<file path="config.mk">
export PLATFORM = sky130hd
export DESIGN_NAME = shift_sequencer
export DESIGN_NICKNAME = d
export VERILOG_FILES = /design/src/rtl/shift_pkg.sv /design/src/rtl/shift_step.sv /design/src/rtl/shift_sequencer.sv
export SDC_FILE = /design/constraint.sdc
export NUM_CORES = 1
export LEC_CHECK = 0
export CORE_ASPECT_RATIO = 1.25
export CORE_UTILIZATION = 39
export CTS_CLUSTER_SIZE = 8
export DETAILED_ROUTE_END_ITERATION = 12
export DONT_BUFFER_PORTS = 1
export SLEW_MARGIN = 20
export SYNTH_ARGS = -nofsm -noshare
export SYNTH_HDL_FRONTEND = slang
export SYNTH_SLANG_ARGS = --single-unit
</file>
<file path="constraint.sdc">
create_clock -name clk -period 3.05 [get_ports clk]
set_input_delay 0 -clock clk [delete_from_list [all_inputs] [get_ports clk]]
set_output_delay 0 -clock clk [all_outputs]
set_load 0.02 [all_outputs]
</file>
<file path="src/rtl/shift_pkg.sv">
// shift_pkg
// Shared definitions for the shift sequencer. It holds the six shift ALUop
// encodings, the controller state enum, and the decode helpers that classify
// an ALUop and turn the requested amount into an effective shift count.
package shift_pkg;

    localparam logic [4:0] OP_SLL  = 5'b10001;
    localparam logic [4:0] OP_SRL  = 5'b10010;
    localparam logic [4:0] OP_SLLV = 5'b10011;
    localparam logic [4:0] OP_SRLV = 5'b10100;
    localparam logic [4:0] OP_SRA  = 5'b10101;
    localparam logic [4:0] OP_SRAV = 5'b10110;

    typedef enum logic [1:0] {
        ST_IDLE = 2'd0,
        ST_RUN  = 2'd1,
        ST_DONE = 2'd2
    } state_t;

    function automatic logic is_shift_op(input logic [4:0] op);
        logic hit;
        hit = 1'b0;
        case (op)
            OP_SLL, OP_SRL, OP_SLLV, OP_SRLV, OP_SRA, OP_SRAV: hit = 1'b1;
            default: hit = 1'b0;
        endcase
        return hit;
    endfunction

    // Variable ops take the amount from a register, immediate ops from the
    // shamt field of the instruction.
    function automatic logic is_variable(input logic [4:0] op);
        return (op == OP_SLLV) || (op == OP_SRLV) || (op == OP_SRAV);
    endfunction

    function automatic logic is_arith(input logic [4:0] op);
        return (op == OP_SRA) || (op == OP_SRAV);
    endfunction

    function automatic logic is_left(input logic [4:0] op);
        return (op == OP_SLL) || (op == OP_SLLV);
    endfunction

    // Register amounts saturate at 32 so that huge shifts still clear (or
    // sign-fill) the whole word rather than wrapping modulo 32.
    function automatic logic [5:0] effective_amt(input logic [4:0] op,
                                                 input logic [31:0] amt);
        logic [5:0] eff;
        eff = 6'd0;
        if (!is_shift_op(op)) begin
            eff = 6'd0;
        end else if (is_variable(op)) begin
            eff = (amt > 32'd31) ? 6'd32 : amt[5:0];
        end else begin
            eff = {1'b0, amt[10:6]};
        end
        return eff;
    endfunction

endpackage

</file>
<file path="src/rtl/shift_step.sv">
// shift_step
// Combinational single-step shifter. Shifts a 32-bit value by 0..STEP_MAX
// positions in one direction, filling vacated bits with zero (left) or with
// the supplied fill bit (right).
// Ports:
//   value  - operand
//   amt    - step amount, $clog2(STEP_MAX)+1 bits; 0 passes value through
//   left   - 1 = shift left, 0 = shift right
//   fill   - bit shifted in from the top on right shifts
//   result - shifted value
module shift_step #(
    parameter int STEP_MAX = 8
) (
    input  logic [31:0]                  value,
    input  logic [$clog2(STEP_MAX):0]    amt,
    input  logic                         left,
    input  logic                         fill,
    output logic [31:0]                  result
);

    logic [31:0] fill_mask;

    // The fill mask marks the top amt bit positions; a full 32-bit step
    // yields an all-ones mask so arithmetic shifts by 32 replicate the sign.
    always_comb begin
        fill_mask = fill ? ~(32'hFFFF_FFFF >> amt) : 32'h0000_0000;
        result    = left ? (value << amt) : ((value >> amt) | fill_mask);
    end

endmodule

</file>
<file path="src/rtl/shift_sequencer.sv">
// shift_sequencer
// Multi-cycle shift controller. Accepts one request over valid/ready, decodes
// the shift ALUop and amount, then shifts at most STEP_MAX positions per cycle
// and holds the result until the consumer takes it.
// Ports:
//   clk, rst_n            - clock, asynchronous active-low reset
//   flush                 - synchronous abort back to IDLE
//   req_valid/req_ready   - request handshake (ready only in IDLE)
//   req_op, req_data, req_amt - ALUop, operand, amount source
//   res_valid/res_ready   - result handshake
//   res_data, res_err     - shifted value, invalid-op flag
//   busy                  - controller not in IDLE
module shift_sequencer
    import shift_pkg::*;
#(
    parameter int STEP_MAX = 8
) (
    input  logic        clk,
    input  logic        rst_n,
    input  logic        flush,
    input  logic        req_valid,
    output logic        req_ready,
    input  logic [4:0]  req_op,
    input  logic [31:0] req_data,
    input  logic [31:0] req_amt,
    output logic        res_valid,
    input  logic        res_ready,
    output logic [31:0] res_data,
    output logic        res_err,
    output logic        busy
);

    localparam int SW = $clog2(STEP_MAX) + 1;

    state_t        state_q, state_d;
    logic [31:0]   acc_q;
    logic [5:0]    rem_q;
    logic          left_q;
    logic          fill_q;
    logic          err_q;

    logic          accept;
    logic [SW-1:0] step;
    logic [5:0]    rem_after;
    logic [31:0]   step_out;

    assign accept = req_valid && (state_q == ST_IDLE) && !flush;

    // Each RUN cycle consumes min(rem, STEP_MAX) positions; rem == 0 yields a
    // zero step so an empty shift still spends one RUN cycle.
    always_comb begin
        step      = (rem_q < 6'(STEP_MAX)) ? rem_q[SW-1:0] : SW'(STEP_MAX);
        rem_after = rem_q - 6'(step);
    end

    shift_step #(
        .STEP_MAX (STEP_MAX)
    ) u_step (
        .value  (acc_q),
        .amt    (step),
        .left   (left_q),
        .fill   (fill_q),
        .result (step_out)
    );

    always_ff @(posedge clk or negedge rst_n) begin
        if (!rst_n) begin
            state_q <= ST_IDLE;
        end else begin
            state_q <= state_d;
        end
    end

    // flush overrides every other transition.
    always_comb begin
        state_d = state_q;
        case (state_q)
            ST_IDLE: if (accept) state_d = ST_RUN;
            ST_RUN:  if (rem_after == 6'd0) state_d = ST_DONE;
            ST_DONE: if (res_ready) state_d = ST_IDLE;
            default: state_d = ST_IDLE;
        endcase
        if (flush) begin
            state_d = ST_IDLE;
        end
    end

    // The fill bit is captured once at accept so every right-shift step of
    // SRA/SRAV uses the original sign, not the partially shifted acc[31].
    always_ff @(posedge clk or negedge rst_n) begin
        if (!rst_n) begin
            acc_q  <= 32'h0;
            rem_q  <= 6'd0;
            left_q <= 1'b0;
            fill_q <= 1'b0;
            err_q  <= 1'b0;
        end else if (flush) begin
            rem_q <= 6'd0;
        end else if (accept) begin
            acc_q  <= req_data;
            rem_q  <= effective_amt(req_op, req_amt);
            left_q <= is_left(req_op);
            fill_q <= is_arith(req_op) && req_data[31];
            err_q  <= !is_shift_op(req_op);
        end else if (state_q == ST_RUN) begin
            acc_q <= step_out;
            rem_q <= rem_after;
        end
    end

    assign req_ready = (state_q == ST_IDLE);
    assign busy      = (state_q != ST_IDLE);
    assign res_valid = (state_q == ST_DONE);
    assign res_data  = acc_q;
    assign res_err   = err_q;

endmodule

</file>
# [Word level (Yosys, flattened, before mapping)]
# Index checks and enable logic that the tools add are counted.
[classes] n_addsub=1 n_lt_le_gt_ge=2 n_eq_ne=11 shifts=3 mux=19 bitwise=3 reduce_logical=18
[ops] operator="$mux W32" n=4
[ops] operator="$mux W6" n=6
[ops] operator="$gt A32 B5 Y1 const B" n=1
[ops] operator="$not A32 Y32" n=1
[ops] operator="$or A32 B32 Y32" n=1
[ops] operator="$shl A32 B4 Y32" n=1
[ops] operator="$shr A32 B4 Y32" n=1
[ops] operator="$shr A32 B4 Y32 const A" n=1
[ops] operator="$eq A5 B5 Y1 const B" n=6
[ops] operator="$mux W2" n=4
[ops] operator="$logic_not A6 Y1" n=1
[ops] operator="$lt A6 B4 Y1 const B" n=1
[ops] operator="$ne A3 B2 Y1 const B" n=2
[ops] operator="$pmux W2 S3" n=1
[ops] operator="$reduce_or A6 Y1" n=1
[ops] operator="$sub A6 B4 Y6" n=1
[ops] operator="$logic_or A1 B1 Y1" n=4
[ops] operator="$mux W4" n=1
[ops] operator="$reduce_and A2 Y1" n=2
[ops] operator="$reduce_bool A2 Y1" n=2
[ops] operator="$logic_and A1 B1 Y1" n=3
[ops] operator="$mux W1" n=3
[ops] operator="$ne A3 B3 Y1 const B" n=1
[ops] operator="$reduce_and A3 Y1" n=1
[ops] operator="6 further kinds" n=7
[totals] ff_bits=43 input_bits=74 out_inout_bits=36 word_cells=63

# [Logic depth before layout (Yosys ltp)]
# Gate-level depths: netlist of run 1.
[depth] ltp_word=9 depth_mapped=12 ltp_nobuf=9

# [Hierarchy]
# A second synthesis of run 1 with hierarchy kept.
[hier_totals] hier_cells=701 area_unflattened_um2=6246.0
[modules_own_cells] module="shift_step" instances=1 cells_per_inst=425 area_each_um2=3938.8 seq_area_each_um2=0.0
[modules_own_cells] module="shift_sequencer" instances=1 cells_per_inst=276 area_each_um2=2307.2 seq_area_each_um2=1076.0

# [Least setup slack after synthesis of run 1]
# OpenSTA, ideal clock, no wires.
[synth_path] kind="reg-to-reg" startpoint="register rem_q[4]" endpoint="register state_q[1]" setup_ps=72 arrival_ps=2442 t_required_ps=2978 path_slack_ps=536 path_stages_with_launch=13 path_buffers=3 period_less_slack_ps=2514 cell_sequence="dfrtp_1 > buf_2 > or3_1 > clkbuf_1 > clkbuf_1 > nand2_1 > ha_1 > o21ai_0 > nor2_1 > or3_1 > nor4_1 > a21oi_1 > nor2_1"
[synth_via] elab_chain_cells=6
[synth_lines] item="start, declared" line_no="shift_sequencer.sv:37" rtl="logic [5:0] rem_q;"
[synth_lines] item="start signal, assigned" line_no="shift_sequencer.sv:101" rtl="rem_q <= effective_amt(req_op, req_amt);"
[synth_lines] item="start signal, assigned" line_no="shift_sequencer.sv:107" rtl="rem_q <= rem_after;"
[synth_lines] item="$lt A6 B4 Y1" line_no="shift_sequencer.sv:52" rtl="step = (rem_q < 6'(STEP_MAX)) ? rem_q[SW-1:0] : SW'(STEP_MAX);"
[synth_lines] item="$mux W4" line_no="shift_sequencer.sv:52"
[synth_lines] item="$sub A6 B4 Y6 (*)" line_no="shift_sequencer.sv:53" rtl="rem_after = rem_q - 6'(step);"
[synth_lines] item="$logic_not A6 Y1 (*)" line_no="shift_sequencer.sv:79" rtl="ST_RUN: if (rem_after == 6'd0) state_d = ST_DONE;"
[synth_lines] item="$ne A3 B3 Y1 (no line) (*)"
[synth_lines] item="$reduce_and A3 Y1 (no line) (*)"
[synth_lines] item="end signal, assigned" line_no="shift_sequencer.sv:70" rtl="state_q <= state_d;"
[synth_lines] item="end, declared" line_no="shift_sequencer.sv:35" rtl="state_t state_q, state_d;"
# Mark *: on every way between the ends. The rest lies on a longest branch, timed or not.
# A chain may end at the register's enable or synchronous reset.

# [Final worst setup path of run 1]
[layout_path] startpoint="register rem_q[3]" endpoint="register acc_q[2], in the netlist res_data[2]"
[layout_via] elab_chain_cells=9 word_cells_on_any_way=11 cone_classes="order compare: 1; shift: 3; mux: 5; bitwise: 2"
[layout_lines] item="$lt A6 B4 Y1" line_no="shift_sequencer.sv:52"
[layout_lines] item="$mux W4 (*)" line_no="shift_sequencer.sv:52"
[layout_lines] item="$shr A32 B4 Y32" line_no="shift_step.sv:26" rtl="fill_mask = fill ? ~(32'hFFFF_FFFF >> amt) : 32'h0000_0000;"
[layout_lines] item="$not A32 Y32" line_no="shift_step.sv:26"
[layout_lines] item="$mux W32" line_no="shift_step.sv:26"
[layout_lines] item="$or A32 B32 Y32" line_no="shift_step.sv:27" rtl="result = left ? (value << amt) : ((value >> amt) | fill_mask);"
[layout_lines] item="$mux W32 (*)" line_no="shift_step.sv:27"
[layout_lines] item="$mux W32 (*)" line_no="shift_sequencer.sv:105" rtl="end else if (state_q == ST_RUN) begin"
[layout_lines] item="$mux W32 (*)" line_no="shift_sequencer.sv:99" rtl="end else if (accept) begin"
[layout_lines] item="end signal, assigned" line_no="shift_sequencer.sv:100" rtl="acc_q <= req_data;"
[layout_lines] item="end signal, assigned" line_no="shift_sequencer.sv:106" rtl="acc_q <= step_out;"
[layout_lines] item="end, declared" line_no="shift_sequencer.sv:36" rtl="logic [31:0] acc_q;"
# Mark *: on every way between the ends. The rest lies on a longest branch, timed or not. The select of a mux whose other input is x is not followed.

==> results of run 1 <==
cells in the final DEF, fill, tap and decap left out, types with 19 or more instances in the layout:
cell type	n
a21oi_1	66
a22oi_1	19
buf_4	40
dfrtp_1	43
dlygate4sd3_1	24
mux2i_1	51
nand2_1	86
nand3_1	30
nor2_1	74
nor2b_1	29
o21ai_0	48
o22ai_1	32
repair_timing:
action	CTS	global route
resized for setup	0	1
hold endpoints to repair	56	0
endpoints found under the setup margin	0	1
setup buffers	0	0
hold buffers	25	0
report_power, final:
part / switching (mW) / internal [mW] / leakage [nW]
combinational: 1.24 / 0.733 / 1.74
clock: 0.273 / 0.305 / 0.0679
sequential: 0.739 / 0.713 / 0.490
cell type report:
| class | instances | area (µm²) |
|---|---|---|
| Antenna cell | 1 | 2.502 |
| Clock buffer | 7 | 132.6 |
| Clock inverter | 1 | 5.005 |
| Fill cell | 1431 | 7681 |
| Inverter | 11 | 41.29 |
| Multi-Input combinational cell | 639 | 4008 |
| Sequential cell | 43 | 1076 |
| Tap cell | 175 | 219.0 |
| Timing Repair Buffer | 69 | 648.1 |
flip-flops by register name, summed over array words and instances, names as in the netlist:
signal,count
rem_q,6
fill_q,1
res_data,32
left_q,1
res_err,1
state_q,2
per-stage QoR:
stage | instances | instance area (µm²)
floorplan | 781 | 5515
global placement | 912 | 5724
detailed placement | 912 | 5724
CTS | 945 | 6130
global route | 945 | 6130
finish | 946 | 6132
layer usage:
metal  up-vias  part of all wire
li1       2926                 -
met1      3286              0.36
met2       611              0.46
met3       172              0.11
met4         0             0.068
met5         -                 0
critical path, stage by stage (launching register included):
cell	delay (ns)
dfrtp_1	0.43
buf_4	0.22
or3_1	0.44
buf_12	0.19
nor2_1	0.49
nand2_1	0.37
o22ai_1	0.31
o21ai_0	0.16
a31oi_1	0.20
final timing paths:
check,startpoint,to,slack [ns],cells past startpoint
setup / recovery,rem_q[3],res_data[2],0.13,8
hold / removal,req_data[6],res_data[6],0.02,4
setup reg to reg,rem_q[3],res_data[2],0.13,8
hold reg to reg,res_err,res_err,0.66,1
max in group asynchronous,rst_n,res_data[31],2.59,2
min in group asynchronous,rst_n,res_data[10],0.19,2
cell families (layout without fill, tap and decap cells):
logic type | Yosys count | after routing | synth area share
compound gates | 293 | 293 | 0.3537
xor+xnor | 1 | 1 | 0.001588
fa+ha+maj | 1 | 1 | 0.002268
buf+inv | 99 | 88 | 0.08053
flops | 43 | 43 | 0.1951
mux | 59 | 59 | 0.1130
other cells | 1 | 2 | 0.0006799
simple gates | 284 | 284 | 0.2532
==> flow_summary.json, run 1 <==
{
  "io_pins": 110,
  "place_congestion": 1.025,
  "worst_slew_pin_slew_ns": 0.8486,
  "setup_viol": 0,
  "grt_setup_unrepaired": "no",
  "worstSetupStartpointType": "flop",
  "drt_iter0_drc": 891,
  "hold_slack_ns": 0.01933,
  "outcome": "finished clean",
  "overflow": 0,
  "antenna_found_initial": 0,
  "track_usage": 0.4015,
  "finalCriticalPeriod_ns": 2.915,
  "via_per_inst": 7.394,
  "grt_util_met3": 0.1004,
  "std_cell_rows": 48,
  "syn_area_um2": 5515,
  "yosys-top-cells-area": "dfrtp_1, mux2i_1, a21oi_1, nand2_1, nor2_1",
  "cts-root-buf": "clkbuf_16",
  "pre_cts_ws_ns": 0.1695,
  "ant_nets": 0,
  "synth_seq_area_share": 0.1951,
  "synth_fp_nets": 856,
  "final_util": 0.4439,
  "grt_most_used_layer": "met2",
  "hp-class": "input port to flop",
  "synthCells": 781,
  "leakagePower_nw": 2.302,
  "cp_data_required_time_ns": 3.28,
  "wl_per_cell_um": 30.45,
  "io_buffer_count": 0,
  "worstPathArrival_ns": 3.14,
  "die_x_um": 108.4,
  "use_met2": 0.6345,
  "synth_most_common_cell": "nand2_1",
  "clk_latency_ns": 0.31,
  "use_met1": 0.4827,
  "cts_buffers": 5,
  "synth_edf_count": 0,
  "drive_gt1_frac": 0.09740,
  "peakVddDrop_mv": 0.2625,
  "tns_ns": 0,
  "yosys_warnings": 0,
  "cts.sinks": 43,
  "final_net_count": 844,
  "chipHeight_um": 135.0,
  "hold_violations": 0,
  "finClkSkew_ns": 0.006693,
  "route.detailed.drc": 0,
  "design.core.area_um2": 13810,
  "grt_max_degree": 49,
  "slew_violations": 0,
  "critical_path_class": "flop to flop",
  "ys_types": 69,
  "dieArea_um2": 14620,
  "p_total_mw": 4.002,
  "critPathMaxFanout": 26,
  "cts_tree": "built",
  "grt_pass1_vias": 6887,
  "htree_levels": 2,
  "vias": 6995,
  "yosysTopAreaCell": "dfrtp_1",
  "max_freq_ghz": 0.3430,
  "synth.avg_cell_area_um2": 7.062,
  "p_per_area_nw_per_um2": 652.7,
  "relSlewSlack": 0.4305,
  "fin_crit_sh": 0.9558,
  "wl_mm": 28.81,
  "setup_slack_ns": 0.1348,
  "yosys-top-cells-count": "nand2_1, nor2_1, a21oi_1",
  "maxCapViolCount": 0,
  "grt_pass1_wl_mm": 43.24,
  "place_hpwl_mm": 19.73,
  "clk_pin_slew_ns": 0.07,
  "firstDrtPassIters": 6,
  "async_flop_share": 1.000,
  "critPathCaptureType": "flop",
  "synth_seq_cells": 43,
  "floorplan.initialDensity": 0.3993,
  "max-clock-path-buffers": 2,
  "yosysTopAreaCellShare": 0.1951,
  "synthFlopType": "dfrtp_1",
  "area_growth_pct": 11.18
}
Power figures use the tool's default switching activity.
==> inputs of run 2 (changes only) <==
--- a/config.mk
+++ b/config.mk
@@ -7,6 +7,7 @@
 export LEC_CHECK = 0
 export CORE_ASPECT_RATIO = 1.25
 export CORE_UTILIZATION = 39
+export CTS_BUF_LIST = sky130_fd_sc_hd__clkbuf_4
 export CTS_CLUSTER_SIZE = 8
 export DETAILED_ROUTE_END_ITERATION = 12
 export DONT_BUFFER_PORTS = 1
==> run 2 against run 1 <==
Compared with the run above:
- clock skew is 0.0030 ns higher
- count of clock-buffer cells in the layout stayed put
- critical path type unchanged
- worst setup slack worse by 0.092 ns
- routed wire length is 1.5% higher
==> flow_summary.json, run 2 (same netlist as run 1, synthesis figures left out) <==
{
  "setup_viol": 0,
  "place_hpwl_mm": 19.73,
  "floorplan.initialDensity": 0.3993,
  "met3_wirelength_mm": 3.396,
  "area_growth_pct": 13.09,
  "antenna_found_initial": 2,
  "cts_buffers": 5,
  "chipHeight_um": 135.0,
  "place_congestion": 1.025,
  "cts_setup_buffers": 0,
  "grt_pass1_wl_mm": 43.52,
  "drive_gt1_frac": 0.09772,
  "wl_met1_mm": 10.74,
  "hold_violations": 0,
  "route.detailed.drc": 0,
  "relSlewSlack": 0.4511,
  "max-clock-path-buffers": 2,
  "critical_path_class": "flop to flop",
  "p_total_mw": 3.817,
  "via_per_inst": 7.307,
  "fin_crit_sh": 0.9861,
  "worstPathArrival_ns": 3.37,
  "die_x_um": 108.4,
  "leakagePower_nw": 2.356,
  "dieArea_um2": 14620,
  "finalCriticalPeriod_ns": 3.008,
  "peakVddDrop_mv": 0.2259,
  "p_per_area_nw_per_um2": 612.0,
  "htree_levels": 2,
  "io_buffer_count": 0,
  "cts.sinks": 43,
  "hp-class": "input port to flop",
  "clk_pin_slew_ns": 0.15,
  "final_net_count": 862,
  "cp_data_required_time_ns": 3.41,
  "fillCellCount": 1419,
  "critPathMaxFanout": 26,
  "regArea_um2": 1076,
  "vias": 7059,
  "wl_per_cell_um": 30.27,
  "grt_setup_unrepaired": "no",
  "worstSetupStartpointType": "flop",
  "design.core.area_um2": 13810,
  "cts-root-buf": "clkbuf_4",
  "io_pins": 110,
  "finClkSkew_ns": 0.009678,
  "firstDrtPassIters": 6,
  "final_common_cell": "nand2_1",
  "maxCapViolCount": 0,
  "pre_cts_ws_ns": 0.1695,
  "clk_latency_ns": 0.43,
  "ant_nets": 0,
  "std_cell_rows": 48,
  "grt_pass1_vias": 6944,
  "overflow": 0,
  "largest_reg_flops": 32,
  "slew_violations": 0,
  "multi_input_area_um2": 4008,
  "outcome": "finished clean",
  "drt_iter0_drc": 1067,
  "met2WireLength_mm": 13.01,
  "wl_mm": 29.24,
  "critPathCaptureType": "flop",
  "max_freq_ghz": 0.3325,
  "tns_ns": 0,
  "top_layer_used": "met4",
  "worst_slew_pin_slew_ns": 0.8179,
  "grt_max_degree": 49,
  "track_usage": 0.4061,
  "setup_slack_ns": 0.04239,
  "layout_common_cells": "nand2_1, nor2_1, a21oi_1",
  "cts_tree": "built"
}
-- run 2: metal layers --
layer	GRT usage	vias up
met4	0.2815	0
met1	0.4881	3318
li1	-	2952
met3	0.1081	157
met2	0.6263	632
met5	0	-
-- run 2: critical path, cell delays in order (launching register included) --
cell,delay (ns)
dfrtp_1,0.46
buf_4,0.22
or3_1,0.44
buf_12,0.19
nor2_1,0.52
nand2_1,0.39
o22ai_1,0.32
o21ai_0,0.17
a31oi_1,0.20
-- run 2: cell type report --
class	instances	area share
clock inverter	1	0.0008024
tap	175	0.03511
antenna	3	0.001204
inverter	11	0.006620
multi-input combinational	639	0.6425
clock buffer	7	0.008425
sequential	43	0.1725
timing repair buffer	87	0.1328
-- run 2: through the flow --
step | util | area (µm²) | instances | hold slack [ns]
global placement | 0.4144 | 5724 | 912 | -0.2938
floorplan | - | 5515 | 781 | -0.2956
CTS | 0.4510 | 6230 | 963 | 0.0008390
finish | 0.4515 | 6237 | 966 | 0.004235
detailed placement | 0.4144 | 5724 | 912 | -0.2937
global route | 0.4514 | 6235 | 965 | 0.02476
-- run 2: timing repair --
item | in CTS | in global routing
gates resized for setup | 0 | 1
hold endpoints to repair | 69 | 0
hold buffers | 43 | 0
endpoints found under the setup margin | 0 | 1
-- run 2: report_power, final --
| group | leakage (nW) | switching [mW] | total (mW) | internal (mW) |
|---|---|---|---|---|
| sequential | 0.490 | 0.745 | 1.46 | 0.712 |
| combinational | 1.83 | 1.25 | 2.00 | 0.747 |
| clock | 0.0361 | 0.252 | 0.360 | 0.108 |
| total | 2.36 | 2.25 | 3.82 | 1.57 |
-- run 2: worst paths after layout --
path | startpoint | to | slack, ns | cells after the start
max | rem_q[3] | res_data[2] | 0.04 | 8
min | req_data[23] | res_data[23] | 0.004 | 4
max reg2reg | rem_q[3] | res_data[2] | 0.04 | 8
min reg2reg | res_err | res_err | 0.67 | 1
max in group asynchronous | rst_n | res_data[5] | 2.74 | 2
min in group asynchronous | rst_n | res_data[10] | 0.04 | 2
==> inputs of run 3 (changes only) <==
--- a/config.mk
+++ b/config.mk
@@ -5,7 +5,6 @@
 export SDC_FILE = /design/constraint.sdc
 export NUM_CORES = 1
 export LEC_CHECK = 0
-export CORE_ASPECT_RATIO = 1.25
 export CORE_UTILIZATION = 39
 export CTS_BUF_LIST = sky130_fd_sc_hd__clkbuf_4
 export CTS_CLUSTER_SIZE = 8
==> run 3 against run 2 <==
Compared with the run above:
- sequential power barely moved
- cell count rose by 0.21%
- count of clock-buffer cells in the layout fell by 2
- non-clock buffer count did not move
- clock skew rose by 0.017 ns
- first-iteration DRC count rose by 4.1%
- fmax rose by 4.6%
- sequential share of layout area barely moved
- critical path type unchanged
- core utilization fell by 0.12 points
==> flow_summary.json, run 3 (same netlist as run 1, synthesis figures left out) <==
{
  "outcome": "finished clean",
  "die_x_um": 120.9,
  "grt_setup_unrepaired": "no",
  "clk_latency_ns": 0.44,
  "vias": 7070,
  "p_int_mw": 1.533,
  "floorplan.initialDensity": 0.3989,
  "power_switching_share": 0.5845,
  "wl_per_cell_um": 27.19,
  "fin_crit_sh": 0.9425,
  "route.detailed.drc": 0,
  "crit_path_start": "rem_q[3]",
  "drive_gt1_frac": 0.09772,
  "std_cell_rows": 43,
  "setup_viol": 0,
  "p_switching_mw": 2.156,
  "relSlewSlack": 0.4952,
  "worstSetupStartpointType": "flop",
  "io_pins": 110,
  "critPathCaptureType": "flop",
  "place_congestion": 1.012,
  "critPathMaxFanout": 10,
  "antenna_found_initial": 0,
  "worst_r2r_endpoint": "rem_q[4]",
  "max-clock-path-buffers": 2,
  "maxCapViolCount": 0,
  "r2r_cells": 9,
  "p_total_mw": 3.689,
  "area_growth_pct": 12.91,
  "dieArea_um2": 14620,
  "crit_chain": "buf_4 > or3_1 > nand2_1 > ha_1 > nor3_1 > o221a_2 > a22oi_1 > o22ai_1 > dlygate4sd3_1",
  "worstPathArrival_ns": 3.22,
  "place_hpwl_mm": 18.15,
  "reg2reg_slack_ns": 0.18,
  "worst_slew_pin_slew_ns": 0.7571,
  "critical_path_class": "flop to flop",
  "clk_pin_slew_ns": 0.18,
  "final_net_count": 862,
  "design.core.area_um2": 13830,
  "grt_pass1_wl_mm": 39.94,
  "hp-class": "input port to flop",
  "tns_ns": 0,
  "clockPowerShare": 0.095,
  "htree_levels": 2,
  "overflow": 0,
  "grt_max_degree": 52,
  "r2r_start": "rem_q[3]",
  "finClkSkew_ns": 0.02626,
  "slowest_delay_ns": 0.57,
  "layout_common_cells": "nand2_1, nor2_1, a21oi_1",
  "largest_reg_flops": 32,
  "diodes": 0,
  "drt_iter0_drc": 1111,
  "firstDrtPassIters": 10,
  "cts.sinks": 43,
  "cts_buffers": 5,
  "cpMaxStageDelayCell": "dlygate4sd3_1",
  "track_usage": 0.3600,
  "cp_data_required_time_ns": 3.40,
  "wl_mm": 26.32,
  "crit_path_end": "rem_q[4]",
  "p_per_area_nw_per_um2": 592.4,
  "comb_power_share": 0.508,
  "crit_family": "buffers and inverters",
  "peakVddDrop_mv": 0.2023,
  "final_common_cell": "nand2_1",
  "cts-root-buf": "clkbuf_4",
  "slew_violations": 0,
  "max_freq_ghz": 0.3479,
  "cts_tree": "built",
  "seqPwrFrac": 0.397,
  "cp.depth": 9,
  "leakagePower_nw": 2.337,
  "chipHeight_um": 120.9,
  "crit_buf_inv": 2,
  "io_buffer_count": 0,
  "via_per_inst": 7.304,
  "grt_pass1_vias": 6677,
  "hold_violations": 0,
  "ant_nets": 0,
  "finalCriticalPeriod_ns": 2.875
}
## run 3: cell types whose count changed in the layout (fill, tap and decap cells not counted), sizes merged
cell	previous run	this run
diode	3	0
clkinvlp	0	2
buf	45	44
dlygate4sd3	42	43
clkbuf	7	5
## run 3: tightest hold or removal path, stage by stage
cell	delay [ns]
nor2b_1	0.04
o221ai_1	0.19
a211oi_1	0.06
a21oi_1	0.13
## run 3: area by class of cell
cell class,count,area [µm²]
clock buffer,5,37.54
clock inverter,3,20.02
fill,1415,7600
inverter,11,41.29
multi-input combinational,639,4008
sequential,43,1077
tap,180,225.2
timing repair buffer,87,818.3
## run 3: power groups by stage
| stage | clock [mW] | combinational, mW | sequential, mW |
|---|---|---|---|
| floorplan | 0 | 1.42 | 1.07 |
| global placement | 0 | 1.73 | 1.44 |
| detailed placement | 0 | 1.73 | 1.44 |
| CTS | 0.359 | 1.80 | 1.42 |
| global route | 0.373 | 2.01 | 1.46 |
| finish | 0.351 | 1.87 | 1.47 |
## run 3: what timing repair did
action                                  in CTS  in global routing
gates resized for setup                      0                  1
hold buffers                                44                  0
buffers inserted                             0                  0
endpoints found under the setup margin       0                  1
hold endpoints to repair                    73                  0
## run 3: metal layers
metal	wire length [µm]	track usage	vias up
li1	-	-	2969
met1	10160	0.4693	3340
met2	11470	0.5493	652
met3	3610	0.1048	109
met4	1073	0.1566	0
met5	0	0	-
## run 3: metrics by stage
stage	instance area, µm²	util	hold slack [ns]	setup slack, ns	std cells
floorplan	5515	-	-0.2956	0.5364	781
global placement	5710	0.4130	-0.2937	0.4651	916
detailed placement	5710	0.4130	-0.2936	0.4779	916
CTS	6226	0.4503	0.0007687	0.1618	968
global route	6227	0.4504	0.02546	0.06247	968
finish	6227	0.4504	0.009022	0.1753	968
## run 3: worst min-delay path by stage
stage,end,depth (start not counted),slack (ns),from
floorplan,fill_q,0,-0.30,rst_n
global placement,res_data[1],0,-0.29,rst_n
detailed placement,res_data[1],0,-0.29,rst_n
CTS,res_data[18],4,0.0008,req_data[18]
global route,res_data[13],4,0.03,req_data[13]
finish,res_data[18],4,0.009,req_data[18]
